[config.mk]
export PLATFORM = sky130hd
export DESIGN_NAME = fpga_boot_seq
export DESIGN_NICKNAME = d
export VERILOG_FILES = /design/src/rtl/fpga_boot_seq.sv
export SDC_FILE = /design/constraint.sdc
export NUM_CORES = 1
export LEC_CHECK = 0
export BUFFER_PORTS_ARGS = -buffer_cell sky130_fd_sc_hd__buf_2
export CORE_UTILIZATION = 52
export CTS_CLUSTER_DIAMETER = 50
export DETAILED_ROUTE_END_ITERATION = 6
export HOLD_SLACK_MARGIN = 0.1
export PLACE_DENSITY_LB_ADDON = 0.08
export SETUP_SLACK_MARGIN = 0.1
export SYNTH_ARGS = -nofsm -noshare
export SYNTH_HDL_FRONTEND = slang
export SYNTH_SLANG_ARGS = --single-unit
[constraint.sdc]
create_clock -name clk -period 1.6 [get_ports clk]
set_input_delay 0 -clock clk [delete_from_list [all_inputs] [get_ports clk]]
set_output_delay 0 -clock clk [all_outputs]
set_load 0.005 [all_outputs]
[src/rtl/fpga_boot_seq.sv]
// Boot sequencer: synchronises PLL lock and a bouncy fetch-enable input, holds the
// SoC in reset until lock has been stable long enough, then gates core fetch enable.
module fpga_boot_seq #(
    parameter int SYNC_STAGES = 2,
    parameter int LOCK_WAIT   = 1024,
    parameter int DEBOUNCE    = 16,
    parameter int FE_DELAY    = 8
) (
    input  logic       clk,
    input  logic       rst_n,
    input  logic       pll_locked_i,
    input  logic       fetch_enable_i,
    output logic       soc_rst_no,
    output logic       fetch_enable_o,
    output logic [1:0] boot_state_o,
    output logic [7:0] lock_loss_cnt_o
);

    localparam int LC_W = (LOCK_WAIT > 1) ? $clog2(LOCK_WAIT) : 1;
    localparam int DB_W = (DEBOUNCE > 1) ? $clog2(DEBOUNCE) : 1;
    // run_cnt must be able to hold FE_DELAY itself, not just FE_DELAY-1
    localparam int RC_W = (FE_DELAY > 0) ? $clog2(FE_DELAY + 1) : 1;

    typedef enum logic [1:0] {
        ST_WAIT_LOCK = 2'b00,
        ST_STABLE    = 2'b01,
        ST_RUN       = 2'b10
    } state_t;

    logic [SYNC_STAGES-1:0] lock_sync_r;
    logic [SYNC_STAGES-1:0] fe_sync_r;
    logic                   lock_s;
    logic                   fe_s;

    state_t                 state_r;
    state_t                 state_nxt_s;
    logic [LC_W-1:0]        lock_cnt_r;
    logic [LC_W-1:0]        lock_cnt_nxt_s;
    logic [7:0]             loss_cnt_r;
    logic [7:0]             loss_cnt_nxt_s;

    logic                   fe_db_r;
    logic                   fe_db_nxt_s;
    logic [DB_W-1:0]        db_cnt_r;
    logic [DB_W-1:0]        db_cnt_nxt_s;

    logic [RC_W-1:0]        run_cnt_r;
    logic [RC_W-1:0]        run_cnt_nxt_s;
    logic                   soc_rst_n_r;
    logic                   fe_out_r;
    logic                   fe_out_nxt_s;

    assign lock_s = lock_sync_r[SYNC_STAGES-1];
    assign fe_s   = fe_sync_r[SYNC_STAGES-1];

    // Synchroniser chains for the two asynchronous inputs
    always_ff @(posedge clk or negedge rst_n) begin
        if (!rst_n) begin
            lock_sync_r <= '0;
            fe_sync_r   <= '0;
        end else begin
            lock_sync_r <= {lock_sync_r[SYNC_STAGES-2:0], pll_locked_i};
            fe_sync_r   <= {fe_sync_r[SYNC_STAGES-2:0], fetch_enable_i};
        end
    end

    // Boot FSM next-state, lock counter and lock-loss counter
    always_comb begin
        state_nxt_s    = state_r;
        lock_cnt_nxt_s = lock_cnt_r;
        loss_cnt_nxt_s = loss_cnt_r;
        case (state_r)
            ST_WAIT_LOCK: begin
                if (lock_s) begin
                    state_nxt_s    = ST_STABLE;
                    lock_cnt_nxt_s = '0;
                end else begin
                    state_nxt_s    = ST_WAIT_LOCK;
                end
            end
            ST_STABLE: begin
                if (!lock_s) begin
                    state_nxt_s = ST_WAIT_LOCK;
                end else if (lock_cnt_r == LC_W'(LOCK_WAIT - 1)) begin
                    // terminal count: clear rather than increment so the counter never wraps
                    state_nxt_s    = ST_RUN;
                    lock_cnt_nxt_s = '0;
                end else begin
                    lock_cnt_nxt_s = lock_cnt_r + LC_W'(1);
                end
            end
            ST_RUN: begin
                if (!lock_s) begin
                    state_nxt_s = ST_WAIT_LOCK;
                    if (loss_cnt_r != 8'hFF) begin
                        loss_cnt_nxt_s = loss_cnt_r + 8'd1;
                    end else begin
                        loss_cnt_nxt_s = loss_cnt_r;
                    end
                end else begin
                    state_nxt_s = ST_RUN;
                end
            end
            default: begin
                state_nxt_s    = ST_WAIT_LOCK;
                lock_cnt_nxt_s = '0;
            end
        endcase
    end

    // Fetch-enable debounce, independent of boot state
    always_comb begin
        fe_db_nxt_s  = fe_db_r;
        db_cnt_nxt_s = db_cnt_r;
        if (fe_s == fe_db_r) begin
            db_cnt_nxt_s = '0;
        end else if (db_cnt_r == DB_W'(DEBOUNCE - 1)) begin
            fe_db_nxt_s  = fe_s;
            db_cnt_nxt_s = '0;
        end else begin
            db_cnt_nxt_s = db_cnt_r + DB_W'(1);
        end
    end

    // RUN-time counter and the fetch-enable output qualifier
    always_comb begin
        run_cnt_nxt_s = '0;
        if (state_r != ST_RUN) begin
            run_cnt_nxt_s = '0;
        end else if (run_cnt_r != RC_W'(FE_DELAY)) begin
            run_cnt_nxt_s = run_cnt_r + RC_W'(1);
        end else begin
            run_cnt_nxt_s = run_cnt_r;
        end
        fe_out_nxt_s = (state_r == ST_RUN) && (run_cnt_r == RC_W'(FE_DELAY)) && fe_db_r;
    end

    // State, counters and registered outputs
    always_ff @(posedge clk or negedge rst_n) begin
        if (!rst_n) begin
            state_r     <= ST_WAIT_LOCK;
            lock_cnt_r  <= '0;
            loss_cnt_r  <= 8'd0;
            fe_db_r     <= 1'b0;
            db_cnt_r    <= '0;
            run_cnt_r   <= '0;
            soc_rst_n_r <= 1'b0;
            fe_out_r    <= 1'b0;
        end else begin
            state_r     <= state_nxt_s;
            lock_cnt_r  <= lock_cnt_nxt_s;
            loss_cnt_r  <= loss_cnt_nxt_s;
            fe_db_r     <= fe_db_nxt_s;
            db_cnt_r    <= db_cnt_nxt_s;
            run_cnt_r   <= run_cnt_nxt_s;
            soc_rst_n_r <= (state_nxt_s == ST_RUN);
            fe_out_r    <= fe_out_nxt_s;
        end
    end

    assign soc_rst_no      = soc_rst_n_r;
    assign fetch_enable_o  = fe_out_r;
    assign boot_state_o    = state_r;
    assign lock_loss_cnt_o = loss_cnt_r;

endmodule
==> flow_summary.toml, run 1 <==
[setup_path]
crit_buf_inv = 0
crit_chain = "or3b_4 > a311oi_4 > nand3_1 > xnor2_1"
crit_slowest_cell = "or3b_4"
end_kind = "flop"
cp.required_ns = 1.81
startpoint_type = "flop"
critPathTopFamily = "simple AND/OR/NAND/NOR gates"
slowest_delay_ns = 0.43
crit_path_max_fanout = 3
crit_type = "reg -> reg"
arrival_ns = 1.70

[logic_synthesis]
ys_ff_latch = 35
syn_avg_cell_area_sq_um = 10.6
postSynthNetCount = 164
synth_area_sq_um = 1640
async_flop_share_pct = 100
synthCells = 155
ys_warn_count = 0
synth_flop_cell = "dfrtp_1"
yosysSeqAreaShare_pct = 53.4
synth_edf_count = 0
synth.distinct_cells = 43

[place]
dpl_worst_slack_ns = 0.0257
dp_cells = 222
place.port_buffers = 15
dp_hpwl_mm = 2.17
place_area_sq_um = 1850
place.gp.congestion = 0.840

[layout]
final_cell_mix = "33 x dfrtp_1, 20 x nand2_1, 18 x buf_4, 15 x buf_2, 9 x nand3_1"
antenna_cells = 0
drive_above_1_share_pct = 32.3
design_area_sq_um = 2100
post-route-util_pct = 69.5
mostFrequentLayoutCell = "dfrtp_1"
fin_nets = 206
fin_cells = 242
synthToLayoutAreaGrowth_pct = 28.4

[grt]
grt_max_degree = 36
grtUsageMet1_pct = 27.8
grt_pass1_vias = 1284
met3_usage_pct = 7.37
grtUsageTotal_pct = 22.2
grt_pass1_wl_mm = 5.49
antenna_found_initial = 0
grt_overflow = 0
met2_usage_pct = 34.5
busiest_layer = "met2"

[power_and_ir_drop]
power_density_nw_per_um2 = 756
ir_worst_vdd_v = 0.000469
p_clk_share_pct = 33.9
power_frac_comb_pct = 7.6
netSwitchingFraction_pct = 23.0
p_seq_share_pct = 58.5
p_int_mw = 1.22
power.switching_uw = 366
leakage_nw = 0.962

[sta]
rsz0062_at_grt = "yes"
max-slew-margin-rel_pct = 50.7
layout_min_cycle_time_ns = 1.50
fmax_mhz = 669
setup_viol = 0
finalWorstSetupSlack_ns = 0.104
fin_tns_setup_ns = 0
tightest_slew_ns = 0.740
fin_skew_ns = 0.0118
finalMaxSlewViolations = 0
min_period_over_period_pct = 93.5
finalHoldViolations = 0

[clocking]
clock-sinks = 35
cts_buffers = 5
cts.path.max_buffers = 2
cts-root-buf = "clkbuf_4"
clk_pin_slew_ns = 0.11
cts_tree = "yes"
insertion_delay_ns = 0.33
cts-htree-levels = 2

[floorplanning]
initial_utilization_pct = 54.1
die_area_sq_um = 3380
row_count = 20
die_h_microns = 58.1
core_sq_um = 3030
die_w_microns = 58.1
ios = 16

[job]
cap_violations = 0

[detailed_routing]
drtAntennaViolNets = 0
vias = 1306
viasPerCell = 5.40
post_drt_wl_per_cell_microns = 13.5
first_pass_iters = 4
drt_wl_total_mm = 3.28
drc = 0
drt_iter0_drc = 44

[outcome]
outcome = "finished, final reports clean"

[min_path]
min_path_type = "in -> async"
## worst register-to-register path: stages (launching register included)
cell and delay [ns]:
dfrtp_1 0.39, or3b_4 0.43, a311oi_4 0.29, nand3_1 0.14, xnor2_1 0.13
## path summary, 6_finish.rpt
kind,start,end,slack [ns],cells after the start
max,boot_state_o[0],lock_loss_cnt_o[5],0.10,4
min,rst_n,soc_rst_no,0.26,2
max reg2reg,boot_state_o[0],lock_loss_cnt_o[5],0.10,4
min reg2reg,fe_sync_r[0],fe_sync_r[1],0.35,0
max in group asynchronous,rst_n,lock_cnt_r[2],0.83,2
min in group clk,pll_locked_i,lock_sync_r[0],0.31,2
## logic make-up after synthesis
group           share of synthesized area (%)
mux                                      2.52
compound gates                           12.9
xor+xnor                                 5.88
simple gates                             19.5
buf+inv                                  1.98
flops                                    53.4
fa+ha+maj                                3.82
## power groups by stage
stage	Sequential [mW]	Clock [mW]	Combinational [mW]
3_3_place_gp	0.944	0	0.0929
5_1_grt	0.935	0.595	0.137
2_1_floorplan	0.944	0	0.0483
4_1_cts	0.926	0.552	0.110
6_report	0.931	0.539	0.122
3_5_place_dp	0.945	0	0.0956
## sequential cells by signal, indices dropped and copies added, names as in the netlist
| register | flops |
|---|---|
| lock_cnt_r | 10 |
| lock_loss_cnt_o | 8 |
| db_cnt_r | 4 |
| run_cnt_r | 4 |
| boot_state_o | 2 |
| fe_sync_r | 2 |
| lock_sync_r | 2 |
| fe_db_r | 1 |
| fetch_enable_o | 1 |
| soc_rst_no | 1 |
## what timing repair did
| item | 4_1_cts | 5_1_grt |
|---|---|---|
| pin swaps | 4 | 7 |
| hold endpoints to repair | 37 | 0 |
| resized for setup | 5 | 16 |
| setup buffers | 4 | 5 |
| setup endpoints to repair | 12 | 15 |
| hold buffers | 3 | 0 |
## layer usage
layer,part of all wire [%],vias to the layer above
met1,47,639
met3,3.3,4
met2,48,22
li1,-,641
met5,0,-
met4,1.4,0
## area by class of cell
cell class | count | area (sq um)
multi-input combinational | 112 | 821
fill | 227 | 923
inverter | 5 | 18.8
sequential | 35 | 878
clock buffer | 8 | 68.8
tap | 44 | 55.1
timing repair buffer | 38 | 263
## through the flow
| stage | hold WS (ns) | power [mW] |
|---|---|---|
| after global placement | 0.104 | 1.04 |
| after global routing | 0.301 | 1.67 |
| final | 0.256 | 1.59 |
| after detailed placement | 0.110 | 1.04 |
| after floorplan | -0.296 | 0.993 |
| after CTS | 0.285 | 1.59 |
## cell usage after synthesis (2+ instances only)
master     n  area, sq um
a21oi_1    7         35.0
o311ai_0   3         26.3
ha_1       5         62.6
o21a_1     2         15.0
nor2_1     9         33.8
nor3_1     2         10.0
a31oi_1    2         12.5
nand2_1   21         78.8
mux2i_1    3         30.0
inv_1      5         18.8
o211ai_1   2         15.0
o21ai_0    8         40.0
dfrtp_1   35          876
nor3b_1    2         15.0
nand3_1   11         55.1
a21o_1     2         15.0
xor2_1     3         26.3
xnor2_1    8         70.1
Power figures use the tool's default switching activity.
==> run 2: changes to the inputs <==
--- a/config.mk
+++ b/config.mk
@@ -6,7 +6,9 @@
 export NUM_CORES = 1
 export LEC_CHECK = 0
 export BUFFER_PORTS_ARGS = -buffer_cell sky130_fd_sc_hd__buf_2
-export CORE_UTILIZATION = 52
+export CELL_PAD_IN_SITES_DETAIL_PLACEMENT = 0
+export CELL_PAD_IN_SITES_GLOBAL_PLACEMENT = 1
+export CORE_UTILIZATION = 41
 export CTS_CLUSTER_DIAMETER = 50
 export DETAILED_ROUTE_END_ITERATION = 6
 export HOLD_SLACK_MARGIN = 0.1
==> run 2 against run 1 <==
- clock power is 17% higher
- critical path depth stayed put
- routed wire length is 1.3% lower
- design area is 2.0% higher
- largest power group unchanged
- clock skew is 0.0013 ns lower
- register-to-register slack better by 0.03 ns
- combinational power hardly changed
- sequential share of layout area is 0.94 points lower
- non-clock buffer count is 4 higher
- critical path type unchanged
==> flow_summary.toml, run 2 (same netlist as run 1, synthesis figures left out) <==
[outcome]
outcome = "finished, final reports clean"

[place]
dp_hpwl_mm = 2.23
place.port_buffers = 15
place.gp.congestion = 0.783
dpl_worst_slack_ns = -0.00609
place_area_sq_um = 1850

[grt]
grtUsageTotal_pct = 18.1
grt_pass1_wl_mm = 5.63
grt_max_degree = 36
antenna_found_initial = 0
grt_pass1_vias = 1245
grt_overflow = 0

[sta]
rsz0062_at_grt = "yes"
whs_ns = 0.324
fmax_mhz = 684
max-slew-margin-rel_pct = 49.6
min_period_over_period_pct = 91.4
finalWorstSetupSlack_ns = 0.137
finalHoldViolations = 0
tightest_slew_ns = 0.757
fin_skew_ns = 0.0105
finalMaxSlewViolations = 0
layout_min_cycle_time_ns = 1.46
setup_viol = 0

[setup_path]
rrSetupSlack_ns = 0.14
crit_end = "lock_loss_cnt_o[7]"
crit_slowest_cell = "or3b_4"
reg2reg_to = "lock_loss_cnt_o[7]"
end_kind = "flop"
slowest_delay_ns = 0.44
crit_chain = "or3b_4 > a311oi_4 > nand2_1 > xnor2_1"
startpoint_type = "flop"
startpoint = "lock_sync_r[1]"
cp.required_ns = 1.76
crit_path_max_fanout = 3
crit_type = "reg -> reg"
arrival_ns = 1.62
rr_worst_depth = 4
rr_startpoint = "lock_sync_r[1]"

[floorplanning]
ios = 16
die_h_microns = 65.2
die_w_microns = 65.2
initial_utilization_pct = 43.8
core_sq_um = 3740
row_count = 22
die_area_sq_um = 4250

[detailed_routing]
drt_wl_total_mm = 3.24
drc = 0
vias = 1307
drtAntennaViolNets = 0
post_drt_wl_per_cell_microns = 13.0
drt_iter0_drc = 45
first_pass_iters = 4
viasPerCell = 5.25

[layout]
antenna_cells = 0
largest_register_ffs = 10
fin_nets = 210
design_area_sq_um = 2150
synthToLayoutAreaGrowth_pct = 31.0
final_cell_mix = "35 x dfrtp_1, 24 x buf_4, 20 x nand2_1, 15 x buf_2, 9 x nor2_1"
mostFrequentLayoutCell = "dfrtp_1"
drive_above_1_share_pct = 32.3
largest-register = "lock_cnt_r"

[clocking]
cts-htree-levels = 2
insertion_delay_ns = 0.29
cts.path.max_buffers = 2
cts_buffers = 5
clock-sinks = 35
cts-root-buf = "clkbuf_8"
cts_tree = "yes"
clk_pin_slew_ns = 0.07

[power_and_ir_drop]
power_density_nw_per_um2 = 783
ir_worst_vdd_v = 0.000663
leakage_nw = 1.00

[min_path]
min_path_type = "in -> async"

[job]
cap_violations = 0
-- run 2: per-layer routing --
metal	vias to the layer above	share of wire, %	track usage, %
li1	641	-	-
met1	634	45	22.0
met2	26	49	28.7
met3	6	4.5	4.17
met4	0	2.4	11.1
met5	-	0	0
-- run 2: where the power goes --
group / leakage (nW) / switching [mW] / total (mW) / internal (mW)
logic: 0.480 / 0.0645 / 0.124 / 0.0594
registers: 0.473 / 0.0197 / 0.928 / 0.909
clock network: 0.0470 / 0.292 / 0.629 / 0.337
total: 1.00 / 0.376 / 1.68 / 1.31
-- run 2: per-stage QoR --
stage	cells	TNS, ns	utilization [%]	power, mW
global placement	225	0	49.3	1.04
detailed placement	225	-0.00609	49.3	1.04
floorplan	155	0	-	0.993
CTS	241	0	54.0	1.70
finish	249	0	57.4	1.68
global route	249	0	57.4	1.76
-- run 2: area by class of cell --
type	count	area [sq um]
tap	48	60.1
multi-input combinational	112	820
sequential	35	876
fill	335	1600
clock inverter	1	5.00
inverter	5	18.8
clock buffer	6	82.6
timing repair buffer	42	285
-- run 2: worst min path at each step --
stage | slack (ns) | cells after the start | to | startpoint
after global placement | 0.11 | 1 | run_cnt_r[0] | rst_n
after detailed placement | 0.11 | 1 | fe_sync_r[0] | fetch_enable_i
final | 0.32 | 2 | lock_cnt_r[0] | rst_n
after floorplan | -0.30 | 0 | boot_state_o[0] | rst_n
after CTS | 0.35 | 2 | boot_state_o[1] | rst_n
after global routing | 0.36 | 0 | lock_sync_r[1] | lock_sync_r[0]
-- run 2: timing repair --
item / in CTS / in global routing
gates resized for setup: 2 / 12
cloned: 0 / 0
setup buffers: 6 / 8
setup endpoints to repair: 8 / 14
hold endpoints to repair: 37 / 0
pin swaps: 2 / 10
hold buffers: 3 / 0
-- run 2: worst max-delay path: cells and delay by family (launching register included) --
| family | cells | cell delay (ns) |
|---|---|---|
| compound gates | 1 | 0.28 |
| xor+xnor | 1 | 0.14 |
| flops | 1 | 0.38 |
| simple gates | 2 | 0.55 |
==> run 3: changes to the inputs <==
--- a/config.mk
+++ b/config.mk
@@ -8,11 +8,12 @@
 export BUFFER_PORTS_ARGS = -buffer_cell sky130_fd_sc_hd__buf_2
 export CELL_PAD_IN_SITES_DETAIL_PLACEMENT = 0
 export CELL_PAD_IN_SITES_GLOBAL_PLACEMENT = 1
-export CORE_UTILIZATION = 41
+export CORE_UTILIZATION = 49
 export CTS_CLUSTER_DIAMETER = 50
 export DETAILED_ROUTE_END_ITERATION = 6
 export HOLD_SLACK_MARGIN = 0.1
 export PLACE_DENSITY_LB_ADDON = 0.08
+export REMOVE_ABC_BUFFERS = 1
 export SETUP_SLACK_MARGIN = 0.1
 export SYNTH_ARGS = -nofsm -noshare
 export SYNTH_HDL_FRONTEND = slang
==> constraint.sdc (replaced) <==
create_clock -name clk -period 1.85 [get_ports clk]
set_input_delay 0 -clock clk [delete_from_list [all_inputs] [get_ports clk]]
set_output_delay 0 -clock clk [all_outputs]
set_load 0.005 [all_outputs]
==> run 3 against run 2 <==
- sequential cell count is the same
- non-clock buffer count shrank 19
- critical endpoint is now lock_cnt_r[6]
- critical path type unchanged
- clock skew is essentially flat
- routed wire length shrank 6.2%
- first-iteration DRC count grew 6.7%
- core utilization grew 4.6 points
- count of clock-buffer cells in the layout is the same
- register-to-register slack gained 0.06 ns
- design area shrank 10%
- final cell count shrank 8.8%
- highest routed layer unchanged
- via count shrank 5.3%
- global-route usage grew 2.7 points
==> flow_summary.toml, run 3 (same netlist as run 1, synthesis figures left out) <==
[power_and_ir_drop]
power.switching_uw = 324
total_power_mw = 1.46
power_density_nw_per_um2 = 762
ir_worst_vdd_v = 0.000563
p_clk_share_pct = 39.4
power_frac_comb_pct = 5.5
leakage_nw = 0.890
netSwitchingFraction_pct = 22.1
p_int_mw = 1.14
p_seq_share_pct = 55.2

[clocking]
clk_pin_slew_ns = 0.11
cts-root-buf = "clkbuf_4"
cts.path.max_buffers = 2
cts_buffers = 5
insertion_delay_ns = 0.34
clock-sinks = 35
cts_tree = "yes"
cts-htree-levels = 2

[floorplanning]
initial_utilization_pct = 52.8
die_area_sq_um = 3580
core_sq_um = 3100
die_h_microns = 59.8
row_count = 20
die_w_microns = 59.8
ios = 16

[grt]
grt_pass1_vias = 1206
grt_max_degree = 36
grtUsageTotal_pct = 20.7
grt_overflow = 0
grt_pass1_wl_mm = 5.31
antenna_found_initial = 0

[place]
place.port_buffers = 15
place_area_sq_um = 1790
dp_hpwl_mm = 2.09
dpl_worst_slack_ns = 0.135
place.gp.congestion = 0.755

[detailed_routing]
drt_iter0_drc = 48
vias = 1238
first_pass_iters = 4
drtAntennaViolNets = 0
viasPerCell = 5.45
drt_wl_total_mm = 3.03
post_drt_wl_per_cell_microns = 13.4
drc = 0

[job]
cap_violations = 0

[sta]
finalHoldViolations = 0
finalWorstSetupSlack_ns = 0.198
min_period_over_period_pct = 89.3
rsz0062_at_grt = "no"
fin_tns_setup_ns = 0
fin_skew_ns = 0.0109
fmax_mhz = 605
setup_viol = 0
max-slew-margin-rel_pct = 49.6
tightest_slew_ns = 0.756
finalMaxSlewViolations = 0
layout_min_cycle_time_ns = 1.65

[layout]
design_area_sq_um = 1920
largest_register_ffs = 10
antenna_cells = 0
drive_above_1_share_pct = 21.3
nFillCells = 275
post-route-util_pct = 61.9
final_cell_mix = "35 x dfrtp_1, 21 x nand2_1, 15 x buf_2, 10 x nand3_1, 9 x nor2_1"
ff_latch_area_sq_um = 876
largest-register = "lock_cnt_r"
synthToLayoutAreaGrowth_pct = 17.3
mostFrequentLayoutCell = "dfrtp_1"
multi_input_area_sq_um = 743
fin_nets = 191

[setup_path]
crit_path_max_fanout = 5
startpoint_type = "flop"
end_kind = "flop"
cp.required_ns = 2.06
crit_type = "reg -> reg"
arrival_ns = 1.86

[min_path]
min_path_type = "in -> async"

[outcome]
outcome = "finished, final reports clean"
-- run 3: final timing paths --
| kind | startpoint | end | slack, ns | cells past startpoint |
|---|---|---|---|---|
| min reg2reg | fe_sync_r[0] | fe_sync_r[1] | 0.35 | 0 |
| max in group asynchronous | rst_n | lock_sync_r[0] | 1.12 | 2 |
| min | rst_n | db_cnt_r[3] | 0.25 | 2 |
| max | lock_cnt_r[1] | lock_cnt_r[6] | 0.20 | 5 |
| min in group clk | fetch_enable_i | fe_sync_r[0] | 0.30 | 2 |
| max reg2reg | lock_cnt_r[1] | lock_cnt_r[6] | 0.20 | 5 |
-- run 3: layout make-up --
cell class / count / share of cell area [%]
multi-input cells: 112 / 38.7
clock inverters: 2 / 1.82
clock buffers: 6 / 2.67
repair buffers: 23 / 7.42
well taps: 44 / 2.86
inverters: 5 / 0.977
flip-flops and latches: 35 / 45.6
-- run 3: per-layer routing --
layer | wire (microns) | GRT usage (%)
met5 | 0 | 0
met4 | 33 | 7.97
met3 | 101 | 6.49
met1 | 1480 | 27.3
met2 | 1420 | 31.9
-- run 3: timing repair --
action | CTS | global route
endpoints found under the setup margin | 0 | 8
resized for setup | 0 | 3
hold buffers | 3 | 0
setup buffers | 0 | 1
endpoints found under the hold margin | 37 | 0
-- run 3: worst max-delay path, stage by stage (launching register included) --
cell and delay [ns]:
dfrtp_1 0.39, ha_2 0.23, nand3_2 0.12, or3_2 0.52
nand2_1 0.13, o311ai_0 0.13
-- run 3: per-stage QoR --
| step | hold WS (ns) | instances |
|---|---|---|
| 6_report | 0.252 | 227 |
| 5_1_grt | 0.289 | 227 |
| 4_1_cts | 0.272 | 226 |
| 3_3_place_gp | 0.106 | 215 |
| 2_1_floorplan | -0.296 | 152 |
| 3_5_place_dp | 0.110 | 215 |
-- run 3: power by group through the flow --
stage | clock [mW] | combinational [mW] | sequential, mW
finish | 0.576 | 0.0798 | 0.807
global route | 0.622 | 0.0932 | 0.811
CTS | 0.600 | 0.0759 | 0.807
detailed placement | 0 | 0.0703 | 0.822
global placement | 0 | 0.0683 | 0.820
floorplan | 0 | 0.0362 | 0.818
